$ cat src/rtl/mem_access_stage_pkg.sv
// Shared encodings, types and small decode helpers for the RV32I memory-access stage.
package mem_access_stage_pkg;

  localparam logic [1:0] MEMRW_LOAD  = 2'b01;
  localparam logic [1:0] MEMRW_STORE = 2'b10;

  localparam logic [1:0] WB_SEL_ALU  = 2'b00;
  localparam logic [1:0] WB_SEL_LOAD = 2'b01;
  localparam logic [1:0] WB_SEL_PC4  = 2'b10;

  localparam logic [2:0] BR_COND = 3'b001;
  localparam logic [2:0] BR_JAL  = 3'b010;
  localparam logic [2:0] BR_JALR = 3'b100;

  // Access size lives in funct3[1:0] for both loads and stores.
  localparam logic [1:0] SZ_BYTE = 2'b00;
  localparam logic [1:0] SZ_HALF = 2'b01;
  localparam logic [1:0] SZ_WORD = 2'b10;

  localparam logic [2:0] F3_LB  = 3'b000;
  localparam logic [2:0] F3_LH  = 3'b001;
  localparam logic [2:0] F3_LBU = 3'b100;
  localparam logic [2:0] F3_LHU = 3'b101;

  localparam logic [2:0] F3_BEQ  = 3'b000;
  localparam logic [2:0] F3_BNE  = 3'b001;
  localparam logic [2:0] F3_BLT  = 3'b100;
  localparam logic [2:0] F3_BGE  = 3'b101;
  localparam logic [2:0] F3_BLTU = 3'b110;
  localparam logic [2:0] F3_BGEU = 3'b111;

  typedef enum logic [1:0] {
    ST_IDLE = 2'd0,
    ST_WAIT = 2'd1,
    ST_DONE = 2'd2
  } state_t;

  typedef struct packed {
    logic [31:0] wb_data;
    logic [4:0]  wreg;
    logic        reg_write;
    logic [31:0] instr;
  } mem_wb_t;

  function automatic logic is_misaligned(input logic [1:0] size, input logic [1:0] offset);
    return ((size == SZ_HALF) && offset[0]) || ((size == SZ_WORD) && (offset != 2'b00));
  endfunction

  // The ALU leaves a compare result in its output: 0 for equal / not-less, 1 for less.
  function automatic logic branch_taken(input logic [2:0] kind, input logic [2:0] f3,
                                        input logic [31:0] alu);
    logic taken;
    taken = 1'b0;
    case (kind)
      BR_COND: begin
        case (f3)
          F3_BEQ, F3_BGE, F3_BGEU: taken = (alu == 32'd0);
          F3_BNE:                  taken = (alu != 32'd0);
          F3_BLT, F3_BLTU:         taken = (alu == 32'd1);
          default:                 taken = 1'b0;
        endcase
      end
      BR_JAL, BR_JALR: taken = 1'b1;
      default:         taken = 1'b0;
    endcase
    return taken;
  endfunction

endpackage

$ cat src/rtl/mem_access_stage_if.sv
// Single-outstanding req/ready data-memory port between the MEM stage and data memory.
interface mem_access_stage_if;
  logic        dmem_req;
  logic        dmem_we;
  logic [31:0] dmem_addr;
  logic [31:0] dmem_wdata;
  logic [3:0]  dmem_be;
  logic        dmem_ready;
  logic [31:0] dmem_rdata;

  modport master (
    output dmem_req, dmem_we, dmem_addr, dmem_wdata, dmem_be,
    input  dmem_ready, dmem_rdata
  );

  modport slave (
    input  dmem_req, dmem_we, dmem_addr, dmem_wdata, dmem_be,
    output dmem_ready, dmem_rdata
  );
endinterface

$ cat src/rtl/mem_access_stage_load_store_align.sv
// Combinational store lane replication / byte enables and load lane extraction with extension.
module mem_access_stage_load_store_align
  import mem_access_stage_pkg::*;
(
  input  logic [2:0]  funct3,
  input  logic [1:0]  offset,
  input  logic [31:0] store_data,
  input  logic [31:0] rdata,
  output logic [31:0] wdata,
  output logic [3:0]  be,
  output logic [31:0] load_data
);

  logic [7:0]  lane_b;
  logic [15:0] lane_h;

  // NOTE: every output gets a value on every path through the block, otherwise
  // synthesis infers a latch to remember the old one.
  always_comb begin
    case (offset)
      2'd0:    lane_b = rdata[7:0];
      2'd1:    lane_b = rdata[15:8];
      2'd2:    lane_b = rdata[23:16];
      default: lane_b = rdata[31:24];
    endcase
    lane_h = offset[1] ? rdata[31:16] : rdata[15:0];

    case (funct3[1:0])
      SZ_BYTE: begin
        wdata = {4{store_data[7:0]}};
        be    = 4'b0001 << offset;
      end
      SZ_HALF: begin
        wdata = {2{store_data[15:0]}};
        be    = offset[1] ? 4'b1100 : 4'b0011;
      end
      default: begin
        wdata = store_data;
        be    = 4'b1111;
      end
    endcase

    case (funct3)
      F3_LB:   load_data = {{24{lane_b[7]}}, lane_b};
      F3_LH:   load_data = {{16{lane_h[15]}}, lane_h};
      F3_LBU:  load_data = {24'd0, lane_b};
      F3_LHU:  load_data = {16'd0, lane_h};
      default: load_data = rdata;
    endcase
  end

endmodule

$ cat src/rtl/mem_access_stage.sv
// MEM stage of the RV32I pipeline: one data-memory transaction per instruction,
// branch/jump redirect and the MEM/WB pipeline register.
module mem_access_stage
  import mem_access_stage_pkg::*;
(
  input  logic               clk,
  input  logic               rst,
  input  logic               keep,
  input  logic               nop,
  input  logic [31:0]        ALU_co_pype,
  input  logic [31:0]        read_data2_pype2,
  input  logic [31:0]        PCBranch_pype2,
  input  logic [31:0]        PCp4_pype2,
  input  logic [4:0]         WReg_pype2,
  input  logic               RegWrite_pype2,
  input  logic [1:0]         MemtoReg_pype2,
  input  logic [1:0]         MemRW_pype2,
  input  logic [2:0]         MemBranch_pype2,
  input  logic [31:0]        Instraction_pype2,
  mem_access_stage_if.master dmem,
  output logic               mem_stall,
  output logic               pc_redirect,
  output logic [31:0]        pc_target,
  output logic               misalign_err,
  output logic [31:0]        WB_data_pype3,
  output logic [4:0]         WReg_pype3,
  output logic               RegWrite_pype3,
  output logic [31:0]        Instraction_pype3
);

  logic [2:0]  funct3;
  logic        is_load, is_store, misaligned, access_valid;
  logic        req_int, stall_int;
  state_t      state_q, state_d;
  logic [31:0] hold_q, hold_d;
  logic [31:0] rdata_sel, load_data, store_wdata, wb_sel;
  logic [3:0]  store_be;
  mem_wb_t     mw_q, mw_d;

  always_comb begin
    funct3       = Instraction_pype2[14:12];
    is_load      = (MemRW_pype2 == MEMRW_LOAD);
    is_store     = (MemRW_pype2 == MEMRW_STORE);
    misaligned   = (is_load || is_store) && is_misaligned(funct3[1:0], ALU_co_pype[1:0]);
    access_valid = (is_load || is_store) && !misaligned;
    // DONE means this instruction's transaction already happened; never re-issue it.
    req_int      = access_valid && (state_q != ST_DONE);
    stall_int    = req_int && !dmem.dmem_ready;
    rdata_sel    = (state_q == ST_DONE) ? hold_q : dmem.dmem_rdata;
  end

  always_comb begin
    state_d = state_q;
    hold_d  = hold_q;
    if (state_q == ST_DONE) begin
      if (!keep) state_d = ST_IDLE;
    end else if (access_valid) begin
      if (dmem.dmem_ready) begin
        hold_d  = dmem.dmem_rdata;
        state_d = keep ? ST_DONE : ST_IDLE;
      end else begin
        state_d = ST_WAIT;
      end
    end else begin
      state_d = ST_IDLE;
    end
  end

  mem_access_stage_load_store_align u_align (
    .funct3     (funct3),
    .offset     (ALU_co_pype[1:0]),
    .store_data (read_data2_pype2),
    .rdata      (rdata_sel),
    .wdata      (store_wdata),
    .be         (store_be),
    .load_data  (load_data)
  );

  // nop beats keep; a stalled instruction leaves a bubble behind it.
  always_comb begin
    case (MemtoReg_pype2)
      WB_SEL_ALU:  wb_sel = ALU_co_pype;
      WB_SEL_LOAD: wb_sel = load_data;
      WB_SEL_PC4:  wb_sel = PCp4_pype2;
      default:     wb_sel = '0;
    endcase
    mw_d = mw_q;
    if (nop || (!keep && stall_int)) begin
      mw_d = '0;
    end else if (!keep) begin
      mw_d.wb_data   = wb_sel;
      mw_d.wreg      = WReg_pype2;
      mw_d.reg_write = RegWrite_pype2 && !misaligned;
      mw_d.instr     = Instraction_pype2;
    end
  end

  // NOTE: sequential state uses non-blocking assignments so every flop samples
  // the pre-edge value of its neighbours.
  always_ff @(posedge clk or negedge rst) begin
    if (!rst) begin
      state_q <= ST_IDLE;
      // NOTE: the hold register is a single word, so resetting it is cheap and
      // keeps DONE-state load data deterministic after reset.
      hold_q  <= '0;
      mw_q    <= '0;
    end else begin
      state_q <= state_d;
      hold_q  <= hold_d;
      mw_q    <= mw_d;
    end
  end

  // Combinational outputs are forced low while reset is asserted.
  assign dmem.dmem_req   = rst && req_int;
  assign dmem.dmem_we    = rst && req_int && is_store;
  assign dmem.dmem_addr  = rst ? {ALU_co_pype[31:2], 2'b00} : '0;
  assign dmem.dmem_wdata = rst ? store_wdata : '0;
  assign dmem.dmem_be    = rst ? store_be : '0;

  assign mem_stall    = rst && stall_int;
  assign pc_redirect  = rst && !stall_int && branch_taken(MemBranch_pype2, funct3, ALU_co_pype);
  assign pc_target    = rst ? PCBranch_pype2 : '0;
  assign misalign_err = rst && misaligned;

  assign WB_data_pype3     = mw_q.wb_data;
  assign WReg_pype3        = mw_q.wreg;
  assign RegWrite_pype3    = mw_q.reg_write;
  assign Instraction_pype3 = mw_q.instr;

endmodule
$ cat src/flat_wrapper.sv
// flat-port wrapper written by rule: the top's interface ports become plain ports
module mem_access_stage_flat import mem_access_stage_pkg::*;
  (clk, rst, keep, nop, ALU_co_pype, read_data2_pype2, PCBranch_pype2, PCp4_pype2, WReg_pype2, RegWrite_pype2, MemtoReg_pype2, MemRW_pype2, MemBranch_pype2, Instraction_pype2, mem_stall, pc_redirect, pc_target, misalign_err, WB_data_pype3, WReg_pype3, RegWrite_pype3, Instraction_pype3, dmem_dmem_req, dmem_dmem_we, dmem_dmem_addr, dmem_dmem_wdata, dmem_dmem_be, dmem_dmem_ready, dmem_dmem_rdata);
  mem_access_stage_if dmem_i ();
  input  logic clk;
  input  logic rst;
  input  logic keep;
  input  logic nop;
  input  logic [31:0] ALU_co_pype;
  input  logic [31:0] read_data2_pype2;
  input  logic [31:0] PCBranch_pype2;
  input  logic [31:0] PCp4_pype2;
  input  logic [4:0] WReg_pype2;
  input  logic RegWrite_pype2;
  input  logic [1:0] MemtoReg_pype2;
  input  logic [1:0] MemRW_pype2;
  input  logic [2:0] MemBranch_pype2;
  input  logic [31:0] Instraction_pype2;
  output logic mem_stall;
  output logic pc_redirect;
  output logic [31:0] pc_target;
  output logic misalign_err;
  output logic [31:0] WB_data_pype3;
  output logic [4:0] WReg_pype3;
  output logic RegWrite_pype3;
  output logic [31:0] Instraction_pype3;
  output wire logic [$bits(dmem_i.dmem_req)-1:0] dmem_dmem_req;
  output wire logic [$bits(dmem_i.dmem_we)-1:0] dmem_dmem_we;
  output wire logic [$bits(dmem_i.dmem_addr)-1:0] dmem_dmem_addr;
  output wire logic [$bits(dmem_i.dmem_wdata)-1:0] dmem_dmem_wdata;
  output wire logic [$bits(dmem_i.dmem_be)-1:0] dmem_dmem_be;
  input wire logic [$bits(dmem_i.dmem_ready)-1:0] dmem_dmem_ready;
  input wire logic [$bits(dmem_i.dmem_rdata)-1:0] dmem_dmem_rdata;
  assign dmem_dmem_req = dmem_i.dmem_req;
  assign dmem_dmem_we = dmem_i.dmem_we;
  assign dmem_dmem_addr = dmem_i.dmem_addr;
  assign dmem_dmem_wdata = dmem_i.dmem_wdata;
  assign dmem_dmem_be = dmem_i.dmem_be;
  assign dmem_i.dmem_ready = dmem_dmem_ready;
  assign dmem_i.dmem_rdata = dmem_dmem_rdata;
  mem_access_stage u_core (.clk(clk), .rst(rst), .keep(keep), .nop(nop), .ALU_co_pype(ALU_co_pype), .read_data2_pype2(read_data2_pype2), .PCBranch_pype2(PCBranch_pype2), .PCp4_pype2(PCp4_pype2), .WReg_pype2(WReg_pype2), .RegWrite_pype2(RegWrite_pype2), .MemtoReg_pype2(MemtoReg_pype2), .MemRW_pype2(MemRW_pype2), .MemBranch_pype2(MemBranch_pype2), .Instraction_pype2(Instraction_pype2), .dmem(dmem_i), .mem_stall(mem_stall), .pc_redirect(pc_redirect), .pc_target(pc_target), .misalign_err(misalign_err), .WB_data_pype3(WB_data_pype3), .WReg_pype3(WReg_pype3), .RegWrite_pype3(RegWrite_pype3), .Instraction_pype3(Instraction_pype3));
endmodule
$ cat config.mk
export PLATFORM = sky130hd
export DESIGN_NAME = mem_access_stage_flat
export DESIGN_NICKNAME = d
export VERILOG_FILES = /design/src/rtl/mem_access_stage_pkg.sv /design/src/rtl/mem_access_stage_if.sv /design/src/rtl/mem_access_stage_load_store_align.sv /design/src/rtl/mem_access_stage.sv /design/src/flat_wrapper.sv
export SDC_FILE = /design/constraint.sdc
export NUM_CORES = 1
export LEC_CHECK = 0
export BUFFER_PORTS_ARGS = -buffer_cell sky130_fd_sc_hd__buf_2
export CELL_PAD_IN_SITES_DETAIL_PLACEMENT = 0
export CELL_PAD_IN_SITES_GLOBAL_PLACEMENT = 1
export CORE_AREA = 2 2 148 150
export DETAILED_ROUTE_END_ITERATION = 6
export DIE_AREA = 0 0 150 152
export MAX_ROUTING_LAYER = met4
export PLACE_DENSITY_LB_ADDON = 0.1
export RECOVER_POWER = 50
export SLEW_MARGIN = 15
export SYNTH_ARGS = -nofsm -noshare
export SYNTH_HDL_FRONTEND = slang
export SYNTH_SLANG_ARGS = --single-unit
export TNS_END_PERCENT = 5
$ cat constraint.sdc
create_clock -name clk -period 2.14 [get_ports clk]
set_input_delay 0.214 -clock clk [delete_from_list [all_inputs] [get_ports clk]]
set_output_delay 0.214 -clock clk [all_outputs]
set_load 0.01 [all_outputs]
# Yosys cells after proc, flatten, opt, wreduce, memory -nomap -nowiden
# Index checks and enable logic that the tools add are counted.
# totals
regBits	104
latch_bits	0
ram_bits	0
rom_bits	0
in_bits	210
output_inout_bits	175
word_cells	82
memories	0
# op_classes
n_addsub	0
multipliers	0
div_mod_pow	0
magnitude_cmp	0
n_eq_ne	21
n_shift	1
n_mux	21
bitwise_logic	1
reduce_logical	32
# op_table
op	count
$mux 70	2
$mux 32	4
$pmux 32 s4	1
$pmux 32 s3	1
$pmux 32 s2	1
$eq 32x1->1 const B	1
$logic_not 32->1	1
$reduce_bool 32->1	1
$pmux 8 s3	1
$mux 16	1
$eq 3x3->1 const B	5
$logic_and 1x1->1	14
$eq 2x2->1 const B	5
$mux 2	5
$eq 2x1->1 const B	4
$mux 4	2
$pmux 4 s2	1
$eq 3x1->1 const B	2
$logic_not 2->1	3
$logic_not 1->1	4
$ne 2x2->1 const B	2
$reduce_or 2->1	2
$shl 1x2->4 const A	1
$eq 3x2->1 const B	1
9 further kinds	11

# Logic depth before layout (Yosys ltp)
# Gate-level depths: netlist of run 1.
# depth
depth_word	11
mapped_depth	9
depth_no_buf	7

# Hierarchy
# Synthesis of run 1 repeated with hierarchy kept, for this count alone.
# hier_totals
hier_cells	812
hier_area_um2	7181.9
# modules_own_cells
mod	instances	cells_each	area_each_um2	seq_area_each_um2
mem_access_stage	1	670	6143.4	2602.5
mem_access_stage_load_store_align	1	142	1038.5	0.0

# Worst setup path after synthesis of run 1
# Ideal clock, no wire load.
# synth_path
kind	reg2reg
from	register u_core.state_q[0]
to	register u_core.mw_q (netlist bit u_core.WB_data_pype3[10])
setup_time_ps	144
arrival_ps	1790
required_ps	1996
path_slack_ps	207
path_stages_with_launch	6
path_buffers	0
synth_period_minus_slack_ps	1933
cell_sequence	dfrtp_1 -> and2b_4 -> mux4_2 -> mux2_4 -> a222oi_1 -> o221ai_1
# synth_between
elab_chain_len	7
elab_cells_between_ends	14
classes_between	3 x eq/ne; 7 x mux; 4 x reduce/logical
# synth_lines
element	line	rtl
start, declared	mem_access_stage.sv:34	state_t state_q, state_d;
start signal, assigned	mem_access_stage.sv:108	state_q <= state_d;
$eq 2x2->1	mem_access_stage.sv:49	rdata_sel = (state_q == ST_DONE) ? hold_q : dmem.dmem_rdata;
$mux 32	mem_access_stage.sv:49	
$pmux 8 s3 / $mux 16 (equally long branches)	mem_access_stage_load_store_align.sv:20, mem_access_stage_load_store_align.sv:26	
$pmux 32 s4	mem_access_stage_load_store_align.sv:43	case (funct3)
$pmux 32 s3	mem_access_stage.sv:81	case (MemtoReg_pype2)
$mux 70	mem_access_stage.sv:90	end else if (!keep) begin
$mux 70	mem_access_stage.sv:88	if (nop || (!keep && stall_int)) begin
end signal, assigned	mem_access_stage.sv:110	mw_q <= mw_d;
end, declared	mem_access_stage.sv:38	mem_wb_t mw_q, mw_d;
# Parallel ways exist; a longest one is shown, timed or not. The select of a mux whose other input is x is not followed.
# A chain may end at the register's enable or synchronous reset.

# Final worst setup path of run 1
# layout_path
from	register u_core.state_q[0]
to	register u_core.mw_q (netlist bit u_core.WB_data_pype3[13])
# The elaborated chain is that of the path after synthesis.

==> out/metrics.cfg, run 1 <==
[global_routing]
grt.overflow.total=0
antenna_found_initial=4
grt_pass1_wl_mm=40.4
grt_pass1_vias=6584
grt_max_degree=132
grt_use_total=0.242

[status]
status=finished, violations left
failed_checks=negative setup slack

[sta]
grt_setup_unrepaired=true
final.period_utilization=1.01
layout_setup_ws_ns=-0.0187
relSlewSlack=0.566
worst_slew_pin_slew_ns=0.650
fmax_mhz=463
worst_clock_skew_ns=0.0100
setup_viol=1
finalMaxSlewViolations=0
hold_viol=0
min_period_ns=2.16

[clocking]
root_buffer=clkbuf_16
numCtsBuffers=9
clk_latency_ns=0.36
cts_tree=yes
clkSlewWorstSetupHoldPaths_ns=0.08
cts_sinks=104
cts_buffer_depth=2
h-tree-depth=3

[placed_design]
post-place-ws_ns=-0.141
routabilityCongestion=0.818
placed_area_um2=9250
port_buffers=382
place_hpwl_mm=21.8

[setup_path]
cp.arrival_ns=2.36
critical_path_class=flip-flop to flip-flop
cp-start-kind=flip-flop
rr_endpoint=u_core.WB_data_pype3[13]$_DFFE_PN0P_
cp_slowest_cell=mux4_2
cp_cell_sequence=and2b_4 -> mux4_2 -> mux2_4 -> a222oi_1 -> o221ai_1
crit_fanout=8
cp.required_ns=2.35
r2r.worst_path.cells=5
cp-end-kind=flip-flop
critPathMaxStageDelay_ns=0.53
r2r_start=u_core.state_q[0]$_DFFE_PN0P_
r2r_slack_ns=-0.02

[min_path]
min_from=Instraction_pype2[10]
hp-class=input port to flip-flop
whs_path_depth=2
min_delay_worst_endpoint=u_core.Instraction_pype3[10]$_DFFE_PN0P_

[die]
core-area_um2=21400
ios=385
rows=54
start_util=0.312
die_width_um=150
dieArea_um2=22800
die_y_um=152

[power]
p_leak_nw=4.86
power_density_nw_per_um2=596
seq_power_share=0.420
p_int_mw=3.86
comb_power_share=0.301
p_sw_frac=0.317
ir_worst_vdd_mv=0.447
clkPwrFrac=0.279
p_switching_mw=1.80

[final_layout]
fin_nets=1246
post-route-cell-area_um2=9500
area_growth_syn_to_layout_pct=42.6
layout-drive-gt1-share=0.475
post-route-util=0.445

[routing]
wire_per_inst_um=20.7
wl_mm=27.4
vias_per_cell=5.05
vias=6683
firstDrtPassIters=7
drt_iter0_markers=416
ant_nets=0
drc=0

[synthesis]
synth-seq-cells=104
synthTopCellsByArea=dfrtp_1 (39%), mux2_2 (10%), mux2i_1 (8.4%), and2_1 (6.8%), a22o_1 (4.9%)
syn-mean-instance-area_um2=10.5
syn_inst=633
synth_ff_type=dfrtp_1
synth_cell_type_count=55
synth-edff-count=0
syn_area_um2=6660
yosys.area.top_type=dfrtp_1
seq_area_frac_synth=0.391
synth.top_cell.area_share=0.391
async_reset_ff_frac=1.00
yosys_warnings=0

[flow_run]
drv_cap=0

## synthesized netlist by cell type, drive strengths merged, types with 2 or more instances
cell and number:
a21oi 20, a21boi 2, nor3 4, a22oi 18, inv 6, dfrtp 104, clkbuf 33, mux4 4
o21ai 5, o221ai 7, nor2 52, nor4 7, buf 26, and3 2, a22o 37, nand4 2
a221o 8, o22ai 7, mux2 71, nand2b 3, a222oi 14, a211oi 2, mux2i 56, nor2b 2
nand2 28, o211ai 19, and2 72, o2bb2ai 7
## worst max-delay path by stage
stage / start / end / slack, ns / cells after the start
final: u_core.state_q[0]$_DFFE_PN0P_ / u_core.WB_data_pype3[13]$_DFFE_PN0P_ / -0.02 / 5
after global routing: u_core.state_q[0]$_DFFE_PN0P_ / u_core.WB_data_pype3[13]$_DFFE_PN0P_ / -0.11 / 5
after CTS: u_core.state_q[0]$_DFFE_PN0P_ / u_core.WB_data_pype3[13]$_DFFE_PN0P_ / -0.05 / 5
after detailed placement: ALU_co_pype[18] / pc_redirect / -0.14 / 9
after global placement: ALU_co_pype[18] / pc_redirect / -0.08 / 9
after floorplan: u_core.state_q[0]$_DFFE_PN0P_ / u_core.WB_data_pype3[10]$_DFFE_PN0P_ / 0.21 / 5
## sequential cells by signal, summed over array words and instances, names as in the netlist
signal                    count
u_core.state_q                2
u_core.RegWrite_pype3         1
u_core.WReg_pype3             5
u_core.WB_data_pype3         32
u_core.hold_q                32
u_core.Instraction_pype3     32
## power by group through the flow
stage                     registers (mW)  logic, mW  clock network [mW]
after floorplan                     2.42      0.901                   0
after global placement              2.40       1.73                   0
after detailed placement            2.41       1.74                   0
after CTS                           2.37       1.75                1.62
after global routing                2.41       1.86                1.69
final                               2.38       1.71                1.58
## kinds of logic after synthesis
family / Yosys count / share of synthesized area
other: 1 / 0.000563
AND/OR/NAND/NOR: 176 / 0.138
flip-flops: 104 / 0.391
buffers and inverters: 65 / 0.0477
AO/OA/AOI/OAI: 155 / 0.198
multiplexers: 131 / 0.223
adder cells (fa/ha/maj): 1 / 0.00188
## layer usage
layer,part of all wire,track usage
met2,0.51,0.411
met1,0.40,0.295
met5,0,-
met4,0.020,0.0768
met3,0.061,0.0330
## stage by stage
stage | power [mW] | cells | hold slack, ns | setup TNS, ns
finish | 5.66 | 1323 | 0.0686 | -0.0187
CTS | 5.74 | 1319 | 0.0590 | -0.0562
global placement | 4.13 | 1302 | 0.242 | -0.0980
floorplan | 3.32 | 634 | -0.0816 | 0
detailed placement | 4.14 | 1302 | 0.246 | -0.202
global route | 5.97 | 1323 | 0.0738 | -0.836
## timing repair
item / 4_1_cts / 5_1_grt
pin swaps: 2 / 13
gates cloned: 0 / 0
resized for setup: 3 / 8
hold endpoints to repair: 84 / 0
hold buffers: 1 / 0
setup buffers: 1 / 0
setup endpoints to repair: 3 / 29
## area by class of cell
cell class,count,area [µm²]
fillers,2176,11900
multi-input cells,465,3800
flip-flops and latches,104,2600
repair buffers,449,2440
well taps,280,350
clock buffers,10,229
clock inverters,5,41.3
inverters,6,26.3
diodes,4,10.0
## cells in the final DEF (no fill, tap or decap), types with 7 or more instances in the layout
master and n:
nand2_1 28, mux2_4 10, a221o_1 8, a22o_1 37
o211ai_2 11, buf_12 8, clkbuf_16 9, nor2_1 49
mux2_2 61, o2bb2ai_1 7, clkbuf_1 71, mux2i_1 56
a222oi_1 14, o221ai_1 7, and2_1 72, o211ai_1 7
a21oi_1 20, a22oi_1 17, buf_2 311, buf_4 54
dfrtp_1 104
## worst max-delay path, delay by kind of cell, from the launching register on
| family | cells | cell delay [ns] |
|---|---|---|
| multiplexers | 2 | 0.86 |
| AND/OR/NAND/NOR | 1 | 0.28 |
| AO/OA/AOI/OAI | 2 | 0.50 |
| flip-flops | 1 | 0.38 |
(Power assumes the default switching activity.)
==> inputs of run 2 (changes only) <==
--- a/config.mk
+++ b/config.mk
@@ -14,6 +14,8 @@
 export MAX_ROUTING_LAYER = met4
 export PLACE_DENSITY_LB_ADDON = 0.1
 export RECOVER_POWER = 50
+export REMOVE_ABC_BUFFERS = 1
+export SETUP_SLACK_MARGIN = 0.05
 export SLEW_MARGIN = 15
 export SYNTH_ARGS = -nofsm -noshare
 export SYNTH_HDL_FRONTEND = slang
==> out/metrics.cfg, run 2 (same netlist as run 1, synthesis figures left out) <==
[status]
status=finished, violations left
failed_checks=negative setup slack

[final_layout]
ff_latch_area_um2=2600
fin_nets=1244
multi_input_area_um2=3800
nFillCells=2194
layout-drive-gt1-share=0.472
final_cell_mix=buf_2 (311), dfrtp_1 (104), clkbuf_1 (73), and2_1 (72), mux2_2 (60)
area_growth_syn_to_layout_pct=42.9
final_common_cell=buf_2
post-route-util=0.446
post-route-cell-area_um2=9520

[min_path]
hp-class=input port to flip-flop

[clocking]
cts_buffer_depth=2
cts_sinks=104
cts_tree=yes
clk_latency_ns=0.36
clkSlewWorstSetupHoldPaths_ns=0.07
root_buffer=clkbuf_16
h-tree-depth=3
numCtsBuffers=9

[setup_path]
cp.required_ns=2.36
cp-start-kind=flip-flop
cp_cell_sequence=and2b_4 -> mux4_2 -> mux2_4 -> a222oi_1 -> o221ai_1
critPathMaxStageDelay_ns=0.51
crit_buf_inv=0
critical_path_class=flip-flop to flip-flop
cpLargestDelayFamily=multiplexers
r2r_slack_ns=-0.02
cp.arrival_ns=2.38
cp-end-kind=flip-flop
cp_slowest_cell=mux4_2
crit_fanout=8

[routing]
wl_mm=26.4
drt_iter0_markers=401
drc=0
firstDrtPassIters=7
vias=6642
wire_per_inst_um=20.0
vias_per_cell=5.04
ant_nets=0

[sta]
hold_viol=0
layout_setup_ws_ns=-0.0167
relSlewSlack=0.383
setup_viol=1
fin_tns_setup_ns=-0.0167
final.period_utilization=1.01
finalMaxSlewViolations=0
grt_setup_unrepaired=true
worst_clock_skew_ns=0.00749
min_period_ns=2.16
fmax_mhz=464
timing.hold.ws_ns=0.0664
worst_slew_pin_slew_ns=0.925

[die]
dieArea_um2=22800
rows=54
ios=385
die_y_um=152
die_width_um=150
start_util=0.312
core-area_um2=21400

[global_routing]
grt.overflow.total=0
grt_max_degree=84
grt_use_total=0.234
grt_pass1_vias=6593
antenna_found_initial=1
grt_pass1_wl_mm=39.5

[power]
power_density_nw_per_um2=611
p_leak_nw=4.88
ir_worst_vdd_mv=0.390

[flow_run]
drv_cap=0

[placed_design]
port_buffers=382
routabilityCongestion=0.825
place_hpwl_mm=20.5
placed_area_um2=9230

run 2: cell types whose count changed in the layout (fill, tap and decap cells not counted), moves of 2 or more:
| cell | change |
|---|---|
| diode_2 | -3 |
| clkbuf_1 | +2 |
| clkinvlp_4 | -2 |
| nor4_1 | -2 |
| buf_4 | -4 |
run 2: final cells by class:
cell class                      count  area share
Antenna cell                        1    0.000263
Clock buffer                       10      0.0251
Clock inverter                      6     0.00762
Inverter                            6     0.00236
Multi-Input combinational cell    465       0.399
Sequential cell                   104       0.273
Tap cell                          280      0.0368
Timing Repair Buffer              447       0.255
run 2: report_power, final:
group	internal, mW	leakage, nW	switching, mW
Combinational	0.848	3.39	0.842
Sequential	2.22	1.35	0.153
Clock	0.955	0.150	0.797
run 2: timing repair:
item                                    4_1_cts  5_1_grt
gates resized for setup                      11        0
endpoints found under the setup margin       20       33
pin swaps                                    10        7
buffers inserted                              2        0
hold endpoints to repair                     54        0
hold buffers                                  1        0
run 2: worst paths after layout:
path,startpoint,endpoint,cells past startpoint
min in group asynchronous,rst,u_core.hold_q[17]$_DFFE_PN0P_,2
max in group asynchronous,rst,u_core.WB_data_pype3[30]$_DFFE_PN0P_,4
setup / recovery,u_core.state_q[0]$_DFFE_PN0P_,u_core.WB_data_pype3[14]$_DFFE_PN0P_,5
hold reg to reg,u_core.WB_data_pype3[13]$_DFFE_PN0P_,u_core.WB_data_pype3[13]$_DFFE_PN0P_,2
hold / removal,Instraction_pype2[30],u_core.Instraction_pype3[30]$_DFFE_PN0P_,2
setup reg to reg,u_core.state_q[0]$_DFFE_PN0P_,u_core.WB_data_pype3[14]$_DFFE_PN0P_,5
run 2: per-layer routing:
layer  vias up  global-route usage  wire length [µm]
li1       3165                   -                 -
met1      3212               0.306             11600
met2       242               0.377             12700
met3        23              0.0399              1680
met4         0              0.0553               419
met5         -                   -                 0
run 2: per-stage QoR:
step                worst slack [ns]  power (mW)  instances
floorplan                      -1.01        3.23        575
global placement              -0.138        4.10       1299
detailed placement            -0.163        4.12       1299
CTS                          -0.0290        5.94       1318
global route                  -0.130        6.15       1319
finish                       -0.0167        5.81       1319
